==> src/rtl/word_sram_responder_pkg.sv <==
// rtl/word_sram_responder_pkg.sv - shared states and timing defaults for the word SRAM responder
package word_sram_responder_pkg;

  typedef enum logic [2:0] {
    S_IDLE,
    S_RD_WAIT,
    S_WR_SETUP,
    S_WR_PULSE,
    S_WR_HOLD,
    S_TURNAROUND
  } state_t;

  localparam int DEF_RD_WAIT = 4;
  localparam int DEF_WR_WAIT = 4;
  localparam int DEF_TURN    = 1;

  function automatic int max3(input int a, input int b, input int c);
    int m;
    m = (a > b) ? a : b;
    return (m > c) ? m : c;
  endfunction

endpackage

==> src/rtl/word_sram_responder.sv <==
// rtl/word_sram_responder.sv - 16-bit word port responder driving an async SRAM/PSRAM bus
module word_sram_responder
  import word_sram_responder_pkg::*;
#(
  parameter int MEM_AW  = 22,
  parameter int RD_WAIT = DEF_RD_WAIT,
  parameter int WR_WAIT = DEF_WR_WAIT,
  parameter int TURN    = DEF_TURN
) (
  input  logic              clk_sys,
  input  logic              reset_l,
  input  logic              word_rd,
  input  logic              word_wr,
  input  logic [25:0]       word_addr,
  input  logic [15:0]       word_data,
  output logic [15:0]       word_q,
  output logic              word_busy,
  output logic [MEM_AW-1:0] mem_addr,
  output logic [15:0]       mem_dq_out,
  output logic              mem_dq_oe,
  input  logic [15:0]       mem_dq_in,
  output logic              mem_ce_n,
  output logic              mem_oe_n,
  output logic              mem_we_n,
  output logic              cmd_dropped
);

  // Counter only ever holds load values (wait - 1), so clog2 of the largest wait suffices.
  localparam int CNT_MAX = max3(RD_WAIT, WR_WAIT, TURN);
  localparam int CW      = (CNT_MAX > 1) ? $clog2(CNT_MAX) : 1;
  localparam logic [CW-1:0] RD_LOAD   = CW'(RD_WAIT - 1);
  localparam logic [CW-1:0] WR_LOAD   = CW'(WR_WAIT - 1);
  localparam logic [CW-1:0] TURN_LOAD = CW'((TURN > 0) ? TURN - 1 : 0);

  state_t            state, state_nxt;
  logic [CW-1:0]     cnt, cnt_nxt;
  logic              busy_reg, busy_nxt;
  logic [15:0]       q_nxt, dq_out_nxt;
  logic [MEM_AW-1:0] addr_nxt;
  logic              dq_oe_nxt, ce_n_nxt, oe_n_nxt, we_n_nxt, dropped_nxt;
  logic              addr_unused;

  // Byte-lane bit 0 and bits above MEM_AW deliberately fall off the end.
  assign addr_unused = ^word_addr;

  assign word_busy = busy_reg | ((word_rd | word_wr) & (state == S_IDLE));

  always_ff @(posedge clk_sys or negedge reset_l) begin
    if (!reset_l) begin
      state       <= S_IDLE;
      cnt         <= '0;
      busy_reg    <= 1'b0;
      word_q      <= '0;
      mem_addr    <= '0;
      mem_dq_out  <= '0;
      mem_dq_oe   <= 1'b0;
      mem_ce_n    <= 1'b1;
      mem_oe_n    <= 1'b1;
      mem_we_n    <= 1'b1;
      cmd_dropped <= 1'b0;
    end else begin
      state       <= state_nxt;
      cnt         <= cnt_nxt;
      busy_reg    <= busy_nxt;
      word_q      <= q_nxt;
      mem_addr    <= addr_nxt;
      mem_dq_out  <= dq_out_nxt;
      mem_dq_oe   <= dq_oe_nxt;
      mem_ce_n    <= ce_n_nxt;
      mem_oe_n    <= oe_n_nxt;
      mem_we_n    <= we_n_nxt;
      cmd_dropped <= dropped_nxt;
    end
  end

  always_comb begin
    state_nxt   = state;
    cnt_nxt     = cnt;
    busy_nxt    = busy_reg;
    q_nxt       = word_q;
    addr_nxt    = mem_addr;
    dq_out_nxt  = mem_dq_out;
    dq_oe_nxt   = mem_dq_oe;
    ce_n_nxt    = mem_ce_n;
    oe_n_nxt    = mem_oe_n;
    we_n_nxt    = mem_we_n;
    dropped_nxt = (state != S_IDLE) & (word_rd | word_wr);

    case (state)
      S_IDLE: begin
        // Write wins a simultaneous request; the read is reported as dropped.
        if (word_wr) begin
          addr_nxt    = word_addr[MEM_AW:1];
          dq_out_nxt  = word_data;
          ce_n_nxt    = 1'b0;
          dq_oe_nxt   = 1'b1;
          busy_nxt    = 1'b1;
          dropped_nxt = word_rd;
          state_nxt   = S_WR_SETUP;
        end else if (word_rd) begin
          addr_nxt  = word_addr[MEM_AW:1];
          ce_n_nxt  = 1'b0;
          oe_n_nxt  = 1'b0;
          busy_nxt  = 1'b1;
          cnt_nxt   = RD_LOAD;
          state_nxt = S_RD_WAIT;
        end
      end
      S_RD_WAIT: begin
        if (cnt == '0) begin
          q_nxt    = mem_dq_in;
          oe_n_nxt = 1'b1;
          ce_n_nxt = 1'b1;
          if (TURN > 0) begin
            cnt_nxt   = TURN_LOAD;
            state_nxt = S_TURNAROUND;
          end else begin
            busy_nxt  = 1'b0;
            state_nxt = S_IDLE;
          end
        end else begin
          cnt_nxt = cnt - 1'b1;
        end
      end
      S_WR_SETUP: begin
        we_n_nxt  = 1'b0;
        cnt_nxt   = WR_LOAD;
        state_nxt = S_WR_PULSE;
      end
      S_WR_PULSE: begin
        if (cnt == '0) begin
          we_n_nxt  = 1'b1;
          state_nxt = S_WR_HOLD;
        end else begin
          cnt_nxt = cnt - 1'b1;
        end
      end
      S_WR_HOLD: begin
        dq_oe_nxt = 1'b0;
        ce_n_nxt  = 1'b1;
        if (TURN > 0) begin
          cnt_nxt   = TURN_LOAD;
          state_nxt = S_TURNAROUND;
        end else begin
          busy_nxt  = 1'b0;
          state_nxt = S_IDLE;
        end
      end
      S_TURNAROUND: begin
        if (cnt == '0) begin
          busy_nxt  = 1'b0;
          state_nxt = S_IDLE;
        end else begin
          cnt_nxt = cnt - 1'b1;
        end
      end
      default: begin
        busy_nxt  = 1'b0;
        state_nxt = S_IDLE;
      end
    endcase
  end

endmodule

==> config.mk <==
export PLATFORM = sky130hd
export DESIGN_NAME = word_sram_responder
export DESIGN_NICKNAME = d
export VERILOG_FILES = /design/src/rtl/word_sram_responder_pkg.sv /design/src/rtl/word_sram_responder.sv
export SDC_FILE = /design/constraint.sdc
export NUM_CORES = 1
export LEC_CHECK = 0
export ABC_AREA = 1
export CORE_ASPECT_RATIO = 0.75
export CORE_UTILIZATION = 38
export CTS_CLUSTER_DIAMETER = 100
export CTS_CLUSTER_SIZE = 12
export DETAILED_ROUTE_END_ITERATION = 6
export PLACE_DENSITY = 0.86
export SYNTH_ARGS = -nofsm -noshare
export SYNTH_HDL_FRONTEND = slang
export SYNTH_SLANG_ARGS = --single-unit
==> constraint.sdc <==
create_clock -name clk_sys -period 1.4 [get_ports clk_sys]
set_input_delay 0.28 -clock clk_sys [delete_from_list [all_inputs] [get_ports clk_sys]]
set_output_delay 0.28 -clock clk_sys [all_outputs]
set_load 0.1 [all_outputs]
==> results.json, run 1 <==
{
  "die_w_um": 100,
  "multi_input_area_mm2": 0.00102,
  "rows": 26,
  "timing.slew.headroom_pct": 81.1,
  "path_common_cell": "nor2_4",
  "ant_nets": 0,
  "clkSinkCount": 65,
  "path_cells": "nor2_4, nand2_2, nor2_4, or2_4, buf_12",
  "wl_per_cell_um": 13.9,
  "synth_cell_types": 24,
  "drc_errors": 0,
  "fin_setup_tns_ns": -0.270,
  "synth_mux_area_share_pct": 0,
  "clkTransAtPathRegs_ns": 0.06,
  "hold_violations": 0,
  "rr_worst_depth": 9,
  "cp.depth": 5,
  "fillers": 490,
  "htreeDepth": 3,
  "dr.pass1.iters": 4,
  "cts_tree": "done",
  "grt_overflow": 0,
  "area_growth_syn_to_layout_pct": 85.3,
  "drive_gt1_share_pct": 26.2,
  "syn_nets": 383,
  "setup_viol": 8,
  "cpMaxStageDelayCell": "dfrtp_1",
  "hold_depth": 4,
  "regArea_mm2": 0.00163,
  "min_period_ns": 1.64,
  "nNetsFinal": 529,
  "tightest_slew_ns": 0.283,
  "vias_per_cell": 4.67,
  "track_usage_pct": 20.5,
  "synth_top_family_by_area": "simple AND/OR/NAND/NOR gates",
  "core_mm2": 0.00690,
  "final_common_cell": "nand2_1",
  "crit_required_ns": 1.12,
  "hpwl_mm": 5.64,
  "yosys.area_share.simple_pct": 32.1,
  "antenna_found_initial": 0,
  "path_delay_family": "simple AND/OR/NAND/NOR gates",
  "violations": "setup timing",
  "final_cell_mix": "nand2_1 (170), buf_12 (65), dfrtp_1 (62), clkdlybuf4s50_1 (54), nand3_1 (27)",
  "endpoint_kind": "output port",
  "wl_mm": 7.90,
  "clockBufferDepth": 2,
  "synth_warnings": 0,
  "root_buffer": "clkbuf_8",
  "ys_ff_latch": 65,
  "cp-start-kind": "register",
  "grt_pass1_wl_mm": 11.7,
  "grt_max_degree": 43,
  "path_max_fanout": 2,
  "min_period_over_period_pct": 117,
  "syn_inst": 318,
  "yosysSeqAreaShare_pct": 59.2,
  "synth_area_mm2": 0.00275,
  "gp_congestion": 0.828,
  "synthXorXnorAreaFrac_pct": 0,
  "worst-path-buf-inv": 1,
  "synth_area_per_cell_um2": 8.66,
  "io_pins": 122,
  "grt_pass1_vias": 2499,
  "drv_slew": 0,
  "fin_skew_ns": 0.00743,
  "maxCapViolations": 0,
  "insertion_delay_ns": 0.34,
  "fmax_ghz": 0.610,
  "drt_iter0_drc": 177,
  "status": "finished with violations",
  "vias": 2649,
  "synth_compound_area_share_pct": 1.95,
  "cts_made_buffers": 9,
  "antennaDiodeCount": 0,
  "crit_type": "register to output port",
  "die_h_um": 75.7,
  "start_util_pct": 39.9,
  "setup_ws_ns": -0.238,
  "hp-class": "input pin to register",
  "top_regs": "mem_addr (22), mem_dq_out (16), word_q (16)",
  "port_buffers": 117,
  "synth_fa_ha_area_share_pct": 1.36,
  "die_area_mm2": 0.00760,
  "dp.cells": 540,
  "cp_slowest_stage_delay_ns": 0.41,
  "rsz0062_at_grt": "yes",
  "regMostFlops": "mem_addr",
  "largest_register_ffs": 22,
  "critical_path_arrival_ns": 1.36,
  "stdcell_count": 567
}
==> worst register-to-register path, stage by stage, from the launching register on <==
cell and delay, ns:
dfrtp_1 0.41, nor2_4 0.14, nand2_2 0.09, nor2_4 0.09
buf_4 0.15, buf_12 0.11, inv_2 0.05, buf_12 0.14
nand2_1 0.08, nand2_1 0.05
==> synth_stat cells, drive strengths merged <==
| master | instances | area, um^2 |
|---|---|---|
| o211ai | 1 | 7.51 |
| inv | 13 | 48.8 |
| o31ai | 1 | 7.51 |
| dfrtp | 62 | 1550 |
| nand3b | 1 | 7.51 |
| nand2 | 176 | 668 |
| a21oi | 2 | 10.0 |
| ha | 3 | 37.5 |
| o221ai | 1 | 8.76 |
| nand4 | 1 | 6.26 |
| o21ai | 4 | 20.0 |
| nand3 | 28 | 145 |
| nor2 | 8 | 50.0 |
| dfstp | 3 | 78.8 |
| clkbuf | 2 | 7.51 |
| or2 | 1 | 6.26 |
| buf | 11 | 92.6 |
==> final timing paths <==
kind | from | end | slack [ns]
setup / recovery | state[0] | word_busy | -0.24
min in group asynchronous | reset_l | word_q[7] | 0.48
max in group asynchronous | reset_l | mem_ce_n | 0.64
hold / removal | word_rd | cmd_dropped | 0.43
setup reg to reg | state[0] | mem_addr[7] | -0.01
hold reg to reg | mem_ce_n | mem_ce_n | 0.50
==> metrics by stage <==
step / cell area [um^2] / hold slack, ns / worst slack (ns) / utilization [%]
2_1_floorplan: 2760 / -0.0156 / -0.0764 / -
3_3_place_gp: 4730 / 0.279 / -0.379 / 68.6
3_5_place_dp: 4730 / 0.292 / -0.445 / 68.6
4_1_cts: 4980 / 0.407 / -0.264 / 72.2
5_1_grt: 5100 / 0.464 / -0.297 / 74.0
6_report: 5100 / 0.426 / -0.238 / 74.0
==> final cells by class <==
| type | instances | area share, % |
|---|---|---|
| repair buffers | 148 | 40.9 |
| flip-flops and latches | 65 | 32.0 |
| multi-input cells | 227 | 20.1 |
| clock buffers | 13 | 2.92 |
| well taps | 98 | 2.40 |
| inverters | 13 | 0.956 |
| clock inverters | 3 | 0.785 |
==> layer usage <==
layer / GRT usage [%] / vias to the layer above / wire (um)
met5: 0 / - / 0
met1: 24.2 / 1263 / 3350
li1: - / 1275 / -
met2: 35.8 / 101 / 3860
met4: 5.48 / 0 / 122
met3: 7.80 / 10 / 570
==> cell families after synthesis <==
kind of cell               count (synthesis)
AOI/OAI and AO/OA                          9
adders and majority gates                  3
buffers and inverters                     26
and+or+nand+nor                          215
DFF                                       65
==> timing repair <==
item | CTS | global route
hold endpoints to repair | 62 | 0
endpoints found under the setup margin | 24 | 43
hold buffers | 1 | 0
cloned | 0 | 1
gates resized for setup | 4 | 15
pin swaps | 1 | 3
setup buffers | 4 | 6
Power of run 1 is not shown: default switching activity piles up to over one toggle a cycle in this logic, so the estimate is an artifact.
==> run 2, diff against run 1 <==
SETUP_SLACK_MARGIN = 0.02   (was default)
==> run 2 against run 1 <==
Clock skew is 0.00073 ns lower. Design area hardly changed. Largest cell class unchanged. Worst setup slack better by 0.0020 ns. Core utilization is 0.054 points lower. Critical path type unchanged. Die area stayed put. Hold slack better by 0.015 ns. Non-clock buffer count is 1 lower. Routed wire length is 0.53% lower. Global-route usage is 0.74 points higher. The flow still finishes with violations (setup timing).
==> results.json, run 2 (synthesis results as in run 1) <==
{
  "rsz0062_at_grt": "yes",
  "wl_mm": 7.86,
  "crit_type": "register to output port",
  "hp-class": "input pin to register",
  "clockBufferDepth": 2,
  "dp.cells": 540,
  "vias": 2652,
  "cts_made_buffers": 9,
  "port_buffers": 117,
  "core_mm2": 0.00690,
  "violations": "setup timing",
  "regMostFlops": "mem_addr",
  "fillers": 498,
  "hold_depth": 4,
  "maxCapViolations": 0,
  "rows": 26,
  "dr.pass1.iters": 4,
  "utilization_pct": 73.9,
  "drive_gt1_share_pct": 26.1,
  "area_growth_syn_to_layout_pct": 85.1,
  "grt_overflow": 0,
  "cp-start-kind": "register",
  "ant_nets": 0,
  "regArea_mm2": 0.00163,
  "drc_errors": 0,
  "rrSetupSlack_ns": 0.01,
  "timing.slew.headroom_pct": 81.1,
  "hold_ws_ns": 0.441,
  "hpwl_mm": 5.64,
  "final_common_cell": "nand2_1",
  "min_period_ns": 1.64,
  "track_usage_pct": 21.2,
  "io_pins": 122,
  "min_period_over_period_pct": 117,
  "insertion_delay_ns": 0.34,
  "crit_required_ns": 1.12,
  "stdcell_count": 566,
  "hold_violations": 0,
  "critical_path_arrival_ns": 1.36,
  "largest_register_ffs": 22,
  "grt_pass1_wl_mm": 12.1,
  "multi_input_area_mm2": 0.00102,
  "htreeDepth": 3,
  "tightest_slew_ns": 0.283,
  "grt_pass1_vias": 2558,
  "die_area_mm2": 0.00760,
  "die_w_um": 100,
  "vias_per_cell": 4.69,
  "final_cell_mix": "nand2_1 (170), buf_12 (65), dfrtp_1 (62), clkdlybuf4s50_1 (54), nand3_1 (27)",
  "path_max_fanout": 2,
  "root_buffer": "clkbuf_8",
  "endpoint_kind": "output port",
  "crit_start": "state[0]",
  "cts_tree": "done",
  "status": "finished with violations",
  "rr_worst_depth": 9,
  "r2r_start": "state[0]",
  "wl_per_cell_um": 13.9,
  "drv_slew": 0,
  "gp_congestion": 0.828,
  "antennaDiodeCount": 0,
  "nNetsFinal": 528,
  "die_h_um": 75.7,
  "fmax_ghz": 0.611,
  "fin_skew_ns": 0.00671,
  "worstReg2RegEnd": "mem_addr[2]",
  "endpoint": "word_busy",
  "grt_max_degree": 43,
  "clkTransAtPathRegs_ns": 0.07,
  "drt_iter0_drc": 166,
  "setup_ws_ns": -0.236,
  "antenna_found_initial": 0,
  "setup_viol": 1,
  "top_regs": "mem_addr (22), mem_dq_out (16), word_q (16)",
  "clkSinkCount": 65,
  "start_util_pct": 39.9
}
==> run 2: area by class of cell <==
type / count / share of cell area (%)
clock buffer: 13 / 2.92
inverter: 13 / 0.957
sequential: 65 / 32.0
timing repair buffer: 147 / 40.9
clock inverter: 3 / 0.785
tap: 98 / 2.40
multi-input combinational: 227 / 20.1
==> run 2: worst max-delay path: stages, from the launching register on <==
cell,delay [ns]
dfrtp_1,0.40
nor2_4,0.14
nand2_2,0.09
nor2_4,0.09
or2_4,0.13
buf_12,0.17
==> run 2: worst min path at each step <==
stage             from          end  slack [ns]
2_1_floorplan  reset_l     busy_reg       -0.02
3_3_place_gp   reset_l    word_q[9]        0.28
3_5_place_dp   reset_l    word_q[7]        0.29
4_1_cts        word_rd  cmd_dropped        0.41
5_1_grt        word_wr     mem_oe_n        0.46
6_report       word_rd  cmd_dropped        0.44
==> run 2: through the flow <==
step | instance area (um^2) | setup WS (ns) | TNS, ns
global route | 5100 | -0.294 | -1.21
floorplan | 2760 | -0.0764 | -0.0764
global placement | 4730 | -0.379 | -9.16
CTS | 5050 | -0.259 | -0.259
finish | 5100 | -0.236 | -0.236
detailed placement | 4730 | -0.445 | -11.00
==> run 2: timing repair <==
item,CTS,global route
hold buffers,1,0
cloned,1,0
pin swaps,1,4
buffers inserted,7,3
setup endpoints to repair,27,46
hold endpoints to repair,62,0
resized for setup,7,11
==> run 2: routing by layer <==
layer,vias to the layer above,share of wire [%],global-route usage (%)
li1,1275,-,-
met1,1253,41,25.1
met2,113,49,37.1
met3,11,7.4,7.89
met4,0,1.6,5.96
met5,-,0,0
Power of run 2 is left out for the same reason.
